<file path="src/rtl/muldiv_pkg.sv">
// Shared encodings for the multiply/divide sequencer: FSM states, latched op, Hi/Lo source selects.
package muldiv_pkg;

  localparam int unsigned STATE_W = 3;
  localparam int unsigned DATA_W  = 32;

  typedef enum logic [STATE_W-1:0] {
    S_IDLE      = 3'd0,
    S_MULT_RUN  = 3'd1,
    S_DIV_CHECK = 3'd2,
    S_DIV_RUN   = 3'd3,
    S_WRITE     = 3'd4,
    S_DONE      = 3'd5,
    S_DZERO     = 3'd6
  } state_t;

  typedef enum logic {
    OP_DIV  = 1'b0,
    OP_MULT = 1'b1
  } op_t;

  localparam logic SRC_DIV  = 1'b0;
  localparam logic SRC_MULT = 1'b1;

  // Hi/Lo mux select that matches the unit which produced the result
  function automatic logic src_for_op(input op_t op);
    return (op == OP_MULT) ? SRC_MULT : SRC_DIV;
  endfunction

endpackage

</file>
<file path="src/rtl/muldiv_cycle_counter.sv">
// Loadable down-counter; zero is registered alongside the count so it is glitch-free.
module muldiv_cycle_counter #(
  parameter int unsigned CNT_W = 6
) (
  input  logic             clk,
  input  logic             reset,
  input  logic             load,
  input  logic [CNT_W-1:0] load_val,
  input  logic             en,
  output logic             zero
);

  logic [CNT_W-1:0] r_count;
  logic             r_zero;

  always_ff @(posedge clk) begin
    if (reset) begin
      r_count <= '0;
      r_zero  <= 1'b1;
    end else if (load) begin
      r_count <= load_val;
      r_zero  <= (load_val == '0);
    end else if (en && !r_zero) begin
      r_count <= r_count - CNT_W'(1);
      r_zero  <= (r_count == CNT_W'(1));
    end
  end

  assign zero = r_zero;

endmodule

</file>
<file path="src/rtl/muldiv_sequencer.sv">
// Sequences multiplier/divider runs for control_unit: run enables, divisor-zero check and Hi/Lo write-back.
module muldiv_sequencer
  import muldiv_pkg::*;
#(
  parameter int unsigned MULT_CYCLES = 32,
  parameter int unsigned DIV_CYCLES  = 32,
  parameter int unsigned CNT_W       = 6
) (
  input  logic              clk,
  input  logic              reset,
  input  logic              mult_req,
  input  logic              div_req,
  input  logic              div_srcA_req,
  input  logic              div_srcB_req,
  input  logic [DATA_W-1:0] divisor,
  output logic              MULT_on,
  output logic              DIV_on,
  output logic              div_srcA,
  output logic              div_srcB,
  output logic              Hi_write,
  output logic              Lo_write,
  output logic              Hi_src,
  output logic              Lo_src,
  output logic              busy,
  output logic              done,
  output logic              div_zero
);

  state_t           r_state;
  state_t           w_next;
  op_t              r_op;
  op_t              w_op;
  logic             r_div_srca;
  logic             r_div_srcb;
  logic             w_div_srca;
  logic             w_div_srcb;
  logic             r_mult_on;
  logic             r_div_on;
  logic             r_hilo_write;
  logic             r_hilo_src;
  logic             w_hilo_src;
  logic             r_busy;
  logic             r_done;
  logic             r_div_zero;
  logic             w_cnt_load;
  logic             w_cnt_en;
  logic [CNT_W-1:0] w_cnt_val;
  logic             w_cnt_zero;

  muldiv_cycle_counter #(
    .CNT_W (CNT_W)
  ) u_cnt (
    .clk      (clk),
    .reset    (reset),
    .load     (w_cnt_load),
    .load_val (w_cnt_val),
    .en       (w_cnt_en),
    .zero     (w_cnt_zero)
  );

  // Next-state, counter control and latched-operand selection
  always_comb begin
    w_next      = r_state;
    w_op        = r_op;
    w_div_srca  = r_div_srca;
    w_div_srcb  = r_div_srcb;
    w_cnt_load  = 1'b0;
    w_cnt_en    = 1'b0;
    w_cnt_val   = '0;
    w_hilo_src  = r_hilo_src;
    case (r_state)
      S_IDLE: begin
        if (mult_req) begin
          w_next     = S_MULT_RUN;
          w_op       = OP_MULT;
          w_cnt_load = 1'b1;
          w_cnt_val  = CNT_W'(MULT_CYCLES - 1);
        end else if (div_req) begin
          w_next     = S_DIV_CHECK;
          w_op       = OP_DIV;
          w_div_srca = div_srcA_req;
          w_div_srcb = div_srcB_req;
        end
      end
      S_MULT_RUN: begin
        w_cnt_en = 1'b1;
        if (w_cnt_zero) w_next = S_WRITE;
      end
      S_DIV_CHECK: begin
        if (divisor == '0) begin
          w_next = S_DZERO;
        end else begin
          w_next     = S_DIV_RUN;
          w_cnt_load = 1'b1;
          w_cnt_val  = CNT_W'(DIV_CYCLES - 1);
        end
      end
      S_DIV_RUN: begin
        w_cnt_en = 1'b1;
        if (w_cnt_zero) w_next = S_WRITE;
      end
      S_WRITE: w_next = S_DONE;
      S_DONE:  w_next = S_IDLE;
      S_DZERO: w_next = S_IDLE;
      default: w_next = S_IDLE;
    endcase
    if (w_next == S_WRITE) w_hilo_src = src_for_op(r_op);
  end

  // State plus outputs registered from the state being entered
  always_ff @(posedge clk) begin
    if (reset) begin
      r_state      <= S_IDLE;
      r_op         <= OP_DIV;
      r_div_srca   <= 1'b0;
      r_div_srcb   <= 1'b0;
      r_mult_on    <= 1'b0;
      r_div_on     <= 1'b0;
      r_hilo_write <= 1'b0;
      r_hilo_src   <= 1'b0;
      r_busy       <= 1'b0;
      r_done       <= 1'b0;
      r_div_zero   <= 1'b0;
    end else begin
      r_state      <= w_next;
      r_op         <= w_op;
      r_div_srca   <= w_div_srca;
      r_div_srcb   <= w_div_srcb;
      r_mult_on    <= (w_next == S_MULT_RUN);
      r_div_on     <= (w_next == S_DIV_RUN);
      r_hilo_write <= (w_next == S_WRITE);
      r_hilo_src   <= w_hilo_src;
      r_busy       <= (w_next != S_IDLE);
      r_done       <= (w_next == S_DONE);
      r_div_zero   <= (w_next == S_DZERO);
    end
  end

  assign MULT_on  = r_mult_on;
  assign DIV_on   = r_div_on;
  assign div_srcA = r_div_srca;
  assign div_srcB = r_div_srcb;
  assign Hi_write = r_hilo_write;
  assign Lo_write = r_hilo_write;
  assign Hi_src   = r_hilo_src;
  assign Lo_src   = r_hilo_src;
  assign busy     = r_busy;
  assign done     = r_done;
  assign div_zero = r_div_zero;

endmodule

</file>
<file path="config.mk">
export PLATFORM = sky130hd
export DESIGN_NAME = muldiv_sequencer
export DESIGN_NICKNAME = d
export VERILOG_FILES = /design/src/rtl/muldiv_pkg.sv /design/src/rtl/muldiv_cycle_counter.sv /design/src/rtl/muldiv_sequencer.sv
export SDC_FILE = /design/constraint.sdc
export NUM_CORES = 1
export LEC_CHECK = 0
export CAP_MARGIN = 10
export CELL_PAD_IN_SITES_DETAIL_PLACEMENT = 0
export CELL_PAD_IN_SITES_GLOBAL_PLACEMENT = 1
export CORE_MARGIN = 8
export CORE_UTILIZATION = 27
export CTS_CLUSTER_DIAMETER = 40
export CTS_CLUSTER_SIZE = 40
export DETAILED_ROUTE_END_ITERATION = 12
export HOLD_SLACK_MARGIN = 0.02
export PLACE_DENSITY = 0.88
export RECOVER_POWER = 50
export SLEW_MARGIN = 30
export SYNTH_ARGS = -nofsm -noshare
export SYNTH_HDL_FRONTEND = slang
export SYNTH_SLANG_ARGS = --single-unit
</file>
<file path="constraint.sdc">
create_clock -name clk -period 1.85 [get_ports clk]
set_input_delay 0.2775 -clock clk [delete_from_list [all_inputs] [get_ports clk]]
set_output_delay 0.2775 -clock clk [all_outputs]
set_load 0.05 [all_outputs]
</file>
==> impl_metrics.sql, run 1 <==
INSERT INTO impl_metrics (metric_group, metric, value, unit) VALUES
('floorplanning', 'start_util', '27.3', '%'),
('final_layout', 'final_layout_size_suffix_gt1_share', '9.70', '%'),
('setup_path', 'crit_required', '1.57', 'ns'),
('setup_path', 'worst-path-buf-inv', '1', ''),
('route', 'detail_route.wl_per_cell', '13.9', 'um'),
('global_route', 'globalRouteTotalUtil', '9.81', '%'),
('cts', 'tritoncts_num_sinks', '20', ''),
('synthesis', 'synth-warning-count', '0', ''),
('outcome', 'run_status', 'completed', ''),
('synthesis', 'postSynth.asyncResetShare', '0', '%'),
('global_route', 'first_global_vias', '1117', ''),
('synthesis', 'yosys_register_bits', '20', ''),
('setup_path', 'endpoint_kind', 'output port', ''),
('place', 'detailed_place.area', '0.00154', 'mm2'),
('cts', 'cts_made_buffers', '3', ''),
('timing', 'timing.max_slew.rel_slack', '65.4', '%'),
('timing', 'setup-violations-final', '0', ''),
('global_route', 'maximum_number_of_pins_on_one_net_before_global_route_repair', '19', ''),
('cts', 'ctsRootBufferMaster', 'sky130_fd_sc_hd__clkbuf_4', ''),
('synthesis', 'syn-cell-area', '977', 'um2'),
('route', 'vias', '1036', ''),
('power', 'leakage', '0.595', 'nW'),
('power', 'ir_drop', '0.331', 'mV'),
('floorplanning', 'floorplan.core_area', '0.00358', 'mm2'),
('place', 'hpwlAfterDp', '2560', 'um'),
('setup_path', 'worst_path_largest_cell_delay', '0.81', 'ns'),
('timing', 'worst_slack', '0.0955', 'ns'),
('cts', 'postCtsHoldBufs', '0', ''),
('synthesis', 'top_ff_cell_synth', 'sky130_fd_sc_hd__dfxtp_1', ''),
('floorplanning', 'floorplan.io_pins', '49', ''),
('route', 'detail_route.vias_per_cell', '4.86', ''),
('cts', 'number_of_h_tree_levels', '1', ''),
('place', 'place_worst_setup_slack', '0.0835', 'ns'),
('setup_path', 'worst_path_dominant_cell_family', 'buffers and inverters', ''),
('synthesis', 'post-synth-top-count-cell', 'sky130_fd_sc_hd__dfxtp_1', ''),
('timing', 'fin_worst_hold_slack', '0.484', 'ns'),
('synthesis', 'netlist_instances', '112', ''),
('synthesis', 'syn_avg_cell_area', '8.72', 'um2'),
('floorplanning', 'floorplan.die_area', '0.00580', 'mm2'),
('setup_path', 'cp_cell_sequence', 'clkdlybuf4s50_1', ''),
('route', 'drt_iter0_markers', '37', ''),
('cts', 'insertion_delay', '0.31', 'ns'),
('final_layout', 'finalCoreUtilization', '44.3', '%'),
('timing', 'setup_repair_after_global_routing_missed_its_margin', 'false', ''),
('synthesis', 'synth.distinct_cells', '35', ''),
('synthesis', 'syn_nets', '152', ''),
('floorplanning', 'std_cell_rows', '22', ''),
('route', 'drc', '0', ''),
('final_layout', 'n_antenna_cell', '0', ''),
('synthesis', 'yosys-top-cells-area', 'sky130_fd_sc_hd__dfxtp_1 41%, sky130_fd_sc_hd__nor2_1 7.3%, sky130_fd_sc_hd__o21ai_0 5.6%', ''),
('place', 'io_buffers', '48', ''),
('power', 'p_per_area', '850', 'mW/mm2'),
('cts', 'cts-root-to-sink-buffers', '2', ''),
('final_layout', 'nNetsFinal', '206', ''),
('final_layout', 'finish.instance_area', '0.00159', 'mm2'),
('setup_path', 'cp_data_arrival_time', '1.48', 'ns'),
('route', 'first_pass_iters', '4', ''),
('global_route', 'antenna_violations_before_repair', '0', ''),
('global_route', 'gr-total-overflow', '0', ''),
('timing', 'finalClockSkew', '0.0118', 'ns'),
('timing', 'timing_hold_violations_final', '0', ''),
('synthesis', 'most_common_library_cells_after_synthesis', '20 x sky130_fd_sc_hd__dfxtp_1, 19 x sky130_fd_sc_hd__nor2_1, 11 x sky130_fd_sc_hd__o21ai_0', ''),
('worst_hold_path', 'hold_class', 'register to register', ''),
('route', 'drtAntennaViolNets', '0', ''),
('route', 'detail_route.wirelength', '2950', 'um'),
('place', 'globalplace.congestion', '0.775', ''),
('global_route', 'grt_pass1_wl', '4780', 'um'),
('floorplanning', 'dieWidth', '76.2', 'um'),
('job', 'drv.max_cap_violation_count', '0', ''),
('cts', 'cts_repair_resize_count', '0', ''),
('synthesis', 'proportion_of_synthesized_chip_area_in_sequential_cells', '41.0', '%');
-- area by class of cell --
type	instances	area, um2	share of cell area [%]
repair buffers	57	537	33.9
inverters	2	7.51	0.474
multi-input cells	82	528	33.3
clock buffers	3	22.5	1.42
clock inverters	1	30.0	1.89
flip-flops and latches	20	400	25.3
well taps	48	60.1	3.79
-- layout by cell type, fill, tap and decap left out, types with 2 or more instances in the layout --
cell type                          n
sky130_fd_sc_hd__clkdlybuf4s50_1  47
sky130_fd_sc_hd__dfxtp_1          20
sky130_fd_sc_hd__nor2_1           19
sky130_fd_sc_hd__o21ai_0          11
sky130_fd_sc_hd__nor4_1            8
sky130_fd_sc_hd__buf_4             6
sky130_fd_sc_hd__nand2_1           5
sky130_fd_sc_hd__nand3_1           4
sky130_fd_sc_hd__a21oi_1           4
sky130_fd_sc_hd__clkbuf_4          3
sky130_fd_sc_hd__clkbuf_1          3
sky130_fd_sc_hd__inv_1             2
sky130_fd_sc_hd__nand4_1           2
sky130_fd_sc_hd__nor3_1            2
sky130_fd_sc_hd__nor4b_1           2
sky130_fd_sc_hd__nor4_4            2
sky130_fd_sc_hd__xor2_1            2
sky130_fd_sc_hd__a211oi_1          2
sky130_fd_sc_hd__mux2i_1           2
sky130_fd_sc_hd__ha_1              2
-- per-layer routing --
| metal | vias to the layer above | part of all wire, % | wire length, um | global-route usage, % |
|---|---|---|---|---|
| li1 | 510 | - | - | - |
| met1 | 465 | 39 | 1140 | 9.08 |
| met2 | 55 | 49 | 1430 | 17.7 |
| met3 | 6 | 10 | 296 | 3.77 |
| met4 | 0 | 2.6 | 78 | 5.96 |
| met5 | - | 0 | 0 | 0 |
-- worst paths after layout --
check | from | depth (start not counted) | endpoint | slack (ns)
max reg2reg | u_cnt.zero | 4 | u_cnt.r_count[3] | 0.20
max | Hi_src | 1 | Lo_src | 0.1
min reg2reg | r_op | 2 | Hi_src | 0.48
min | r_op | 2 | Hi_src | 0.48
-- sequential cells by signal, indices dropped and copies added, names as in the netlist --
register and flops:
DIV_on 1, Hi_src 1, Hi_write 1, MULT_on 1, busy 1, div_srcA 1, div_srcB 1, div_zero 1
done 1, r_op 1, r_state 3, u_cnt.r_count 6, u_cnt.zero 1
-- metrics by stage --
step,power [mW],std cells
2_1_floorplan,0.816,112
3_3_place_gp,0.994,209
3_5_place_dp,1.01,209
4_1_cts,1.36,213
5_1_grt,1.42,213
6_report,1.35,213
-- cells by family after synthesis --
group / Yosys count / share of synthesized area (%)
AO/OA/AOI/OAI: 24 / 15.1
multiplexers: 3 / 3.20
XOR/XNOR: 3 / 2.69
AND/OR/NAND/NOR: 50 / 30.5
adder cells (fa/ha/maj): 2 / 2.56
flip-flops: 20 / 41.0
buffers and inverters: 10 / 4.99
-- power breakdown --
part	switching [mW]	total, mW	internal, mW
Combinational	0.242	0.457	0.215
Sequential	0.0512	0.538	0.487
Clock	0.133	0.352	0.219
Note: power is estimated with default switching activity, not from simulation.
==> inputs of run 2 (changes only) <==
==> constraint.sdc (replaced) <==
create_clock -name clk -period 1.76 [get_ports clk]
set_input_delay 0.264 -clock clk [delete_from_list [all_inputs] [get_ports clk]]
set_output_delay 0.264 -clock clk [all_outputs]
set_load 0.05 [all_outputs]
==> run 2 against run 1 <==
Routed wire length grew 5.6%. Sequential power grew 6.5%. Design area shrank 1.8%. Worst setup slack lost 0.028 ns. Critical path type unchanged. Largest power group unchanged.
==> impl_metrics.sql, run 2 (synthesized netlist as in run 1, its figures left out) <==
INSERT INTO impl_metrics (metric_group, metric, value, unit) VALUES
('outcome', 'run_status', 'completed', ''),
('setup_path', 'worst_path_largest_cell_delay', '0.79', 'ns'),
('global_route', 'globalRouteTotalUtil', '10.3', '%'),
('timing', 'timing_hold_violations_final', '0', ''),
('timing', 'setup_repair_after_global_routing_missed_its_margin', 'false', ''),
('final_layout', 'finalNonFillerCells', '214', ''),
('floorplanning', 'floorplan_die_height', '76.2', 'um'),
('setup_path', 'crit_start', 'done', ''),
('timing', 'max_clock_freq', '0.591', 'GHz'),
('worst_hold_path', 'worst_hold_startpoint', 'r_op', ''),
('floorplanning', 'start_util', '27.3', '%'),
('global_route', 'gr-total-overflow', '0', ''),
('route', 'vias', '1045', ''),
('timing', 'setup-violations-final', '0', ''),
('timing', 'totalNegativeSetupSlack', '0', 'ns'),
('setup_path', 'r2r_slack', '0.12', 'ns'),
('route', 'first_pass_iters', '4', ''),
('place', 'hpwlAfterDp', '2620', 'um'),
('global_route', 'first_global_vias', '1127', ''),
('final_layout', 'largest_register_ffs', '6', ''),
('setup_path', 'endpoint_kind', 'output port', ''),
('global_route', 'grt_pass1_wl', '4970', 'um'),
('setup_path', 'crit_required', '1.50', 'ns'),
('cts', 'insertion_delay', '0.30', 'ns'),
('cts', 'clk_pin_slew', '0.11', 'ns'),
('setup_path', 'worst-path-buf-inv', '1', ''),
('setup_path', 'crit_slowest_cell', 'sky130_fd_sc_hd__clkdlybuf4s50_1', ''),
('setup_path', 'critical_path_peak_fanout', '1', ''),
('setup_path', 'r2r_cells', '4', ''),
('floorplanning', 'dieWidth', '76.2', 'um'),
('power', 'p_per_area', '847', 'mW/mm2'),
('final_layout', 'nNetsFinal', '207', ''),
('final_layout', 'final_layout_size_suffix_gt1_share', '10.8', '%'),
('cts', 'cts_made_buffers', '3', ''),
('setup_path', 'critical_r2r_launch', 'r_state[0]', ''),
('route', 'drtAntennaViolNets', '0', ''),
('global_route', 'gr-usage-met2', '18.4', '%'),
('floorplanning', 'floorplan.die_area', '0.00580', 'mm2'),
('floorplanning', 'std_cell_rows', '22', ''),
('route', 'detail_route.wirelength', '3120', 'um'),
('global_route', 'gr_met1_demand_resource', '10.4', '%'),
('setup_path', 'type_of_element_launching_the_critical_path', 'register', ''),
('worst_hold_path', 'hold_class', 'register to register', ''),
('power', 'ir_drop', '0.268', 'mV'),
('final_layout', 'synthToLayoutAreaGrowth', '59.3', '%'),
('power', 'leakage', '0.636', 'nW'),
('global_route', 'maximum_number_of_pins_on_one_net_before_global_route_repair', '19', ''),
('setup_path', 'cp_cell_sequence', 'clkdlybuf4s50_1', ''),
('cts', 'tritoncts_num_sinks', '20', ''),
('timing', 'finalMaxSlewViolations', '0', ''),
('setup_path', 'critPathKind', 'register to output port', ''),
('worst_hold_path', 'timing.hold.worst_endpoint', 'Hi_src', ''),
('cts', 'post_cts_buffers', '0', ''),
('place', 'placed_cells', '210', ''),
('timing', 'timing.max_slew.rel_slack', '59.2', '%'),
('final_layout', 'layout_commonest_cell', 'sky130_fd_sc_hd__clkdlybuf4s50_1', ''),
('setup_path', 'cp_data_arrival_time', '1.43', 'ns'),
('final_layout', 'n_antenna_cell', '0', ''),
('cts', 'tritoncts', 'built', ''),
('setup_path', 'worst_path_dominant_cell_family', 'buffers and inverters', ''),
('final_layout', 'reg_top3', 'u_cnt.r_count x6, r_state x3', ''),
('place', 'globalplace.congestion', '0.744', ''),
('final_layout', 'most-common-layout-cells', '39 x sky130_fd_sc_hd__clkdlybuf4s50_1, 20 x sky130_fd_sc_hd__dfxtp_1, 19 x sky130_fd_sc_hd__nor2_1', ''),
('route', 'detail_route.wl_per_cell', '14.6', 'um'),
('setup_path', 'r2r-end', 'u_cnt.r_count[3]', ''),
('cts', 'cts-root-to-sink-buffers', '2', ''),
('global_route', 'gr-usage-met3', '2.95', '%'),
('timing', 'post-route-period-util', '96.2', '%'),
('timing', 'finalClockSkew', '0.00466', 'ns'),
('route', 'drt_iter0_markers', '34', ''),
('worst_hold_path', 'hold_path_depth', '2', ''),
('setup_path', 'cp.depth', '1', ''),
('final_layout', 'registers.top_by_ff_count', 'u_cnt.r_count', ''),
('floorplanning', 'floorplan.core_area', '0.00358', 'mm2'),
('global_route', 'grt_most_used_layer', 'met2', ''),
('route', 'drc', '0', ''),
('global_route', 'antenna_violations_before_repair', '0', ''),
('timing', 'max_slew.worst_pin.slew', '0.614', 'ns'),
('floorplanning', 'floorplan.io_pins', '49', ''),
('route', 'detail_route.vias_per_cell', '4.88', ''),
('timing', 'layout_min_cycle_time', '1.69', 'ns'),
('cts', 'ctsRootBufferMaster', 'sky130_fd_sc_hd__clkbuf_4', ''),
('cts', 'number_of_h_tree_levels', '1', ''),
('place', 'io_buffers', '48', ''),
('job', 'drv.max_cap_violation_count', '0', '');
[run 2: cell count changes in the layout (fill, tap and decap cells not counted)]
cell	previous run	this run
sky130_fd_sc_hd__buf_4	6	8
sky130_fd_sc_hd__bufinv_16	1	0
sky130_fd_sc_hd__clkbuf_1	3	7
sky130_fd_sc_hd__clkbuf_8	0	1
sky130_fd_sc_hd__clkdlybuf4s50_1	47	39
sky130_fd_sc_hd__dlymetal6s2s_1	0	3
[run 2: repair_timing]
action,CTS,global route
gates resized for setup,0,3
hold buffers,0,0
setup endpoints to repair,0,3
[run 2: how the worst max path moves through the flow]
stage | end | slack [ns]
2_1_floorplan | u_cnt.r_count[3] | 0.25
3_3_place_gp | u_cnt.r_count[1] | 0.05
3_5_place_dp | u_cnt.r_count[3] | 0.004
4_1_cts | div_srcB | 0.01
5_1_grt | done | 0.03
6_report | done | 0.07
[run 2: power breakdown]
part	internal, mW	switching [mW]
registers	0.512	0.0610
clock network	0.126	0.142
logic	0.222	0.256
total	0.860	0.459
[run 2: layer usage]
layer  routed length, um  vias to the layer above
met2                1550                       50
met5                   0                        -
met4                  59                        0
met3                 231                        4
met1                1280                      478
li1                    -                      513
[run 2: cell type report]
type	count	area [um2]
Timing Repair Buffer	58	524
Inverter	2	7.51
Fill cell	375	2020
Multi-Input combinational cell	82	528
Tap cell	48	60.1
Sequential cell	20	400
Clock buffer	4	36.3
[run 2: metrics by stage]
step           hold WS, ns  utilization, %  power [mW]  area [um2]  setup slack (ns)
2_1_floorplan        0.405               -       0.858         977             0.254
3_3_place_gp         0.460            43.0        1.05        1540            0.0545
3_5_place_dp         0.461            43.0        1.07        1540           0.00388
4_1_cts              0.482            44.0        1.34        1580            0.0131
5_1_grt              0.510            43.5        1.39        1560            0.0268
6_report             0.478            43.5        1.32        1560            0.0677
==> variant, RTL diff (config.mk and constraints of run 1) <==
Re-encode `state_t` (7 states) as Gray code, 3 bits wide.
--- a/src/rtl/muldiv_pkg.sv
+++ b/src/rtl/muldiv_pkg.sv
@@ -4,14 +4,14 @@
   localparam int unsigned STATE_W = 3;
   localparam int unsigned DATA_W  = 32;
 
-  typedef enum logic [STATE_W-1:0] {
-    S_IDLE      = 3'd0,
-    S_MULT_RUN  = 3'd1,
-    S_DIV_CHECK = 3'd2,
-    S_DIV_RUN   = 3'd3,
-    S_WRITE     = 3'd4,
-    S_DONE      = 3'd5,
-    S_DZERO     = 3'd6
+  typedef enum logic [2:0] {
+    S_IDLE      = 3'b000,
+    S_MULT_RUN  = 3'b001,
+    S_DIV_CHECK = 3'b011,
+    S_DIV_RUN   = 3'b010,
+    S_WRITE     = 3'b110,
+    S_DONE      = 3'b111,
+    S_DZERO     = 3'b101
   } state_t;
 
   typedef enum logic {
Behaviour: no difference found for any inputs over 10 cycles, from zero or initial values and one cycle with reset high; not proved beyond that.
==> variant against run 1 <==
  * Sequential share of layout area barely moved
  * Maximum frequency rose by 3.4%
  * Synthesized area rose by 4.6%
  * Total power rose by 39%
  * Count of clock-buffer cells in the layout rose by 1
  * Largest power group is now combinational logic
  * Sequential cell count did not move
  * Wire length fell by 8.2%
  * Utilization fell by 1.1 points
  * Clock power fell by 7.4%
  * Cell area fell by 0.16%
  * Setup slack improved by 0.058 ns
  * Register-to-register slack got worse by 0.03 ns
  * First-iteration DRC count rose by 19%
  * Highest routed layer unchanged
==> variant: results (changes against run 1) <==
power:
  ir_drop_mv: 0.359  # +8.5%
  p_leak_nw: 0.562  # -5.7%
clocking:
  cts_root_buf: "clkbuf_8"
  cts_buffer_depth: 2  # unchanged
  insertion_delay_ns: 0.26  # -0.05 ns
  cts.reportedPaths.clkPinSlew_ns: 0.07  # -0.05 ns
synthesis:
  yosys.area_share.adder: 0.0245  # -0.00113
  synthMuxAreaShare: 0.0208  # -0.0112
  synthArstFlopShare: 0  # unchanged
  synth_cell_type_count: 46  # +31%
  synth_nets: 151  # -0.66%
  synth_area_leaders: "dfxtp_1 (39%), nor4_1 (4.9%), a21oi_1 (4.4%)"
  synth_common_cells: "dfxtp_1 (20), a21oi_1 (9), nor4_1 (8)"
  synth-xor-area-share: 0.0612  # +0.0343
  synth_cells: 111  # -0.89%
  synth_compound_area_frac: 0.163  # +0.0117
  yosysSeqAreaShare: 0.392  # -0.0181
finish:
  drive_gt1_frac: 0.0892  # -0.00780
  fillers: 358  # -2.2%
  final-instance-count-excl-fill: 205  # -3.8%
detailed_routing:
  drt_iter0_drc: 44  # +19%
  dr_total_vias: 1010  # -2.5%
  routed_wl_mm: 2.71  # -8.2%
  wl_met1_mm: 1.19  # +4.6%
  route.met3.wl_um: 342  # +16%
critical_path:
  timing.rr.start: "r_state[0]$_SDFF_PP0_"
  r2r_end: "u_cnt.r_count[4]$_SDFFE_PP0P_"
  cpPeakStageDelay_ns: 0.81  # about the same
sta:
  relSlewSlack: 0.658  # +0.00428
  fin_skew_ns: 0.00629  # -0.00549 ns
grt:
  grtUsageMet3: 0.0495  # +0.0118
  grtUsageTotal: 0.0899  # -0.00820
  grt_pass1_wl_mm: 4.52  # -5.5%
  grt_pass1_vias: 1100  # -1.5%
  met1_usage: 0.0986  # +0.00782
min_path:
  worstHoldEndpoint: "r_op$_SDFFE_PP0P_"
placement:
  hpwl_mm: 2.27  # -11%
  place.gp.congestion: 0.769  # -0.89%
  placed_cell_area_mm2: 0.00153  # -1.1%
  dpl.cell_count: 201  # -3.8%
outcome:
  status: "finished clean"
==> variant: layout make-up <==
class / count / area [µm²] / area share
multi-input cells: 79 / 557 / 0.352
well taps: 48 / 60.1 / 0.0379
repair buffers: 50 / 495 / 0.313
clock buffers: 4 / 55.1 / 0.0348
flip-flops and latches: 20 / 400 / 0.253
inverters: 4 / 15.0 / 0.00949
==> variant: per-stage QoR <==
step | util | setup slack (ns) | hold WS (ns) | total power [mW]
floorplan | - | 0.440 | 0.414 | 1.31
global placement | 0.417 | 0.0416 | 0.447 | 1.52
detailed placement | 0.417 | 0.00346 | 0.447 | 1.55
CTS | 0.432 | 0.136 | 0.458 | 1.88
global route | 0.432 | 0.0399 | 0.495 | 1.99
finish | 0.432 | 0.154 | 0.454 | 1.87
==> variant: power by group <==
group	total [mW]	internal [mW]	switching (mW)
logic	0.864	0.374	0.490
clock network	0.326	0.189	0.137
registers	0.678	0.547	0.131
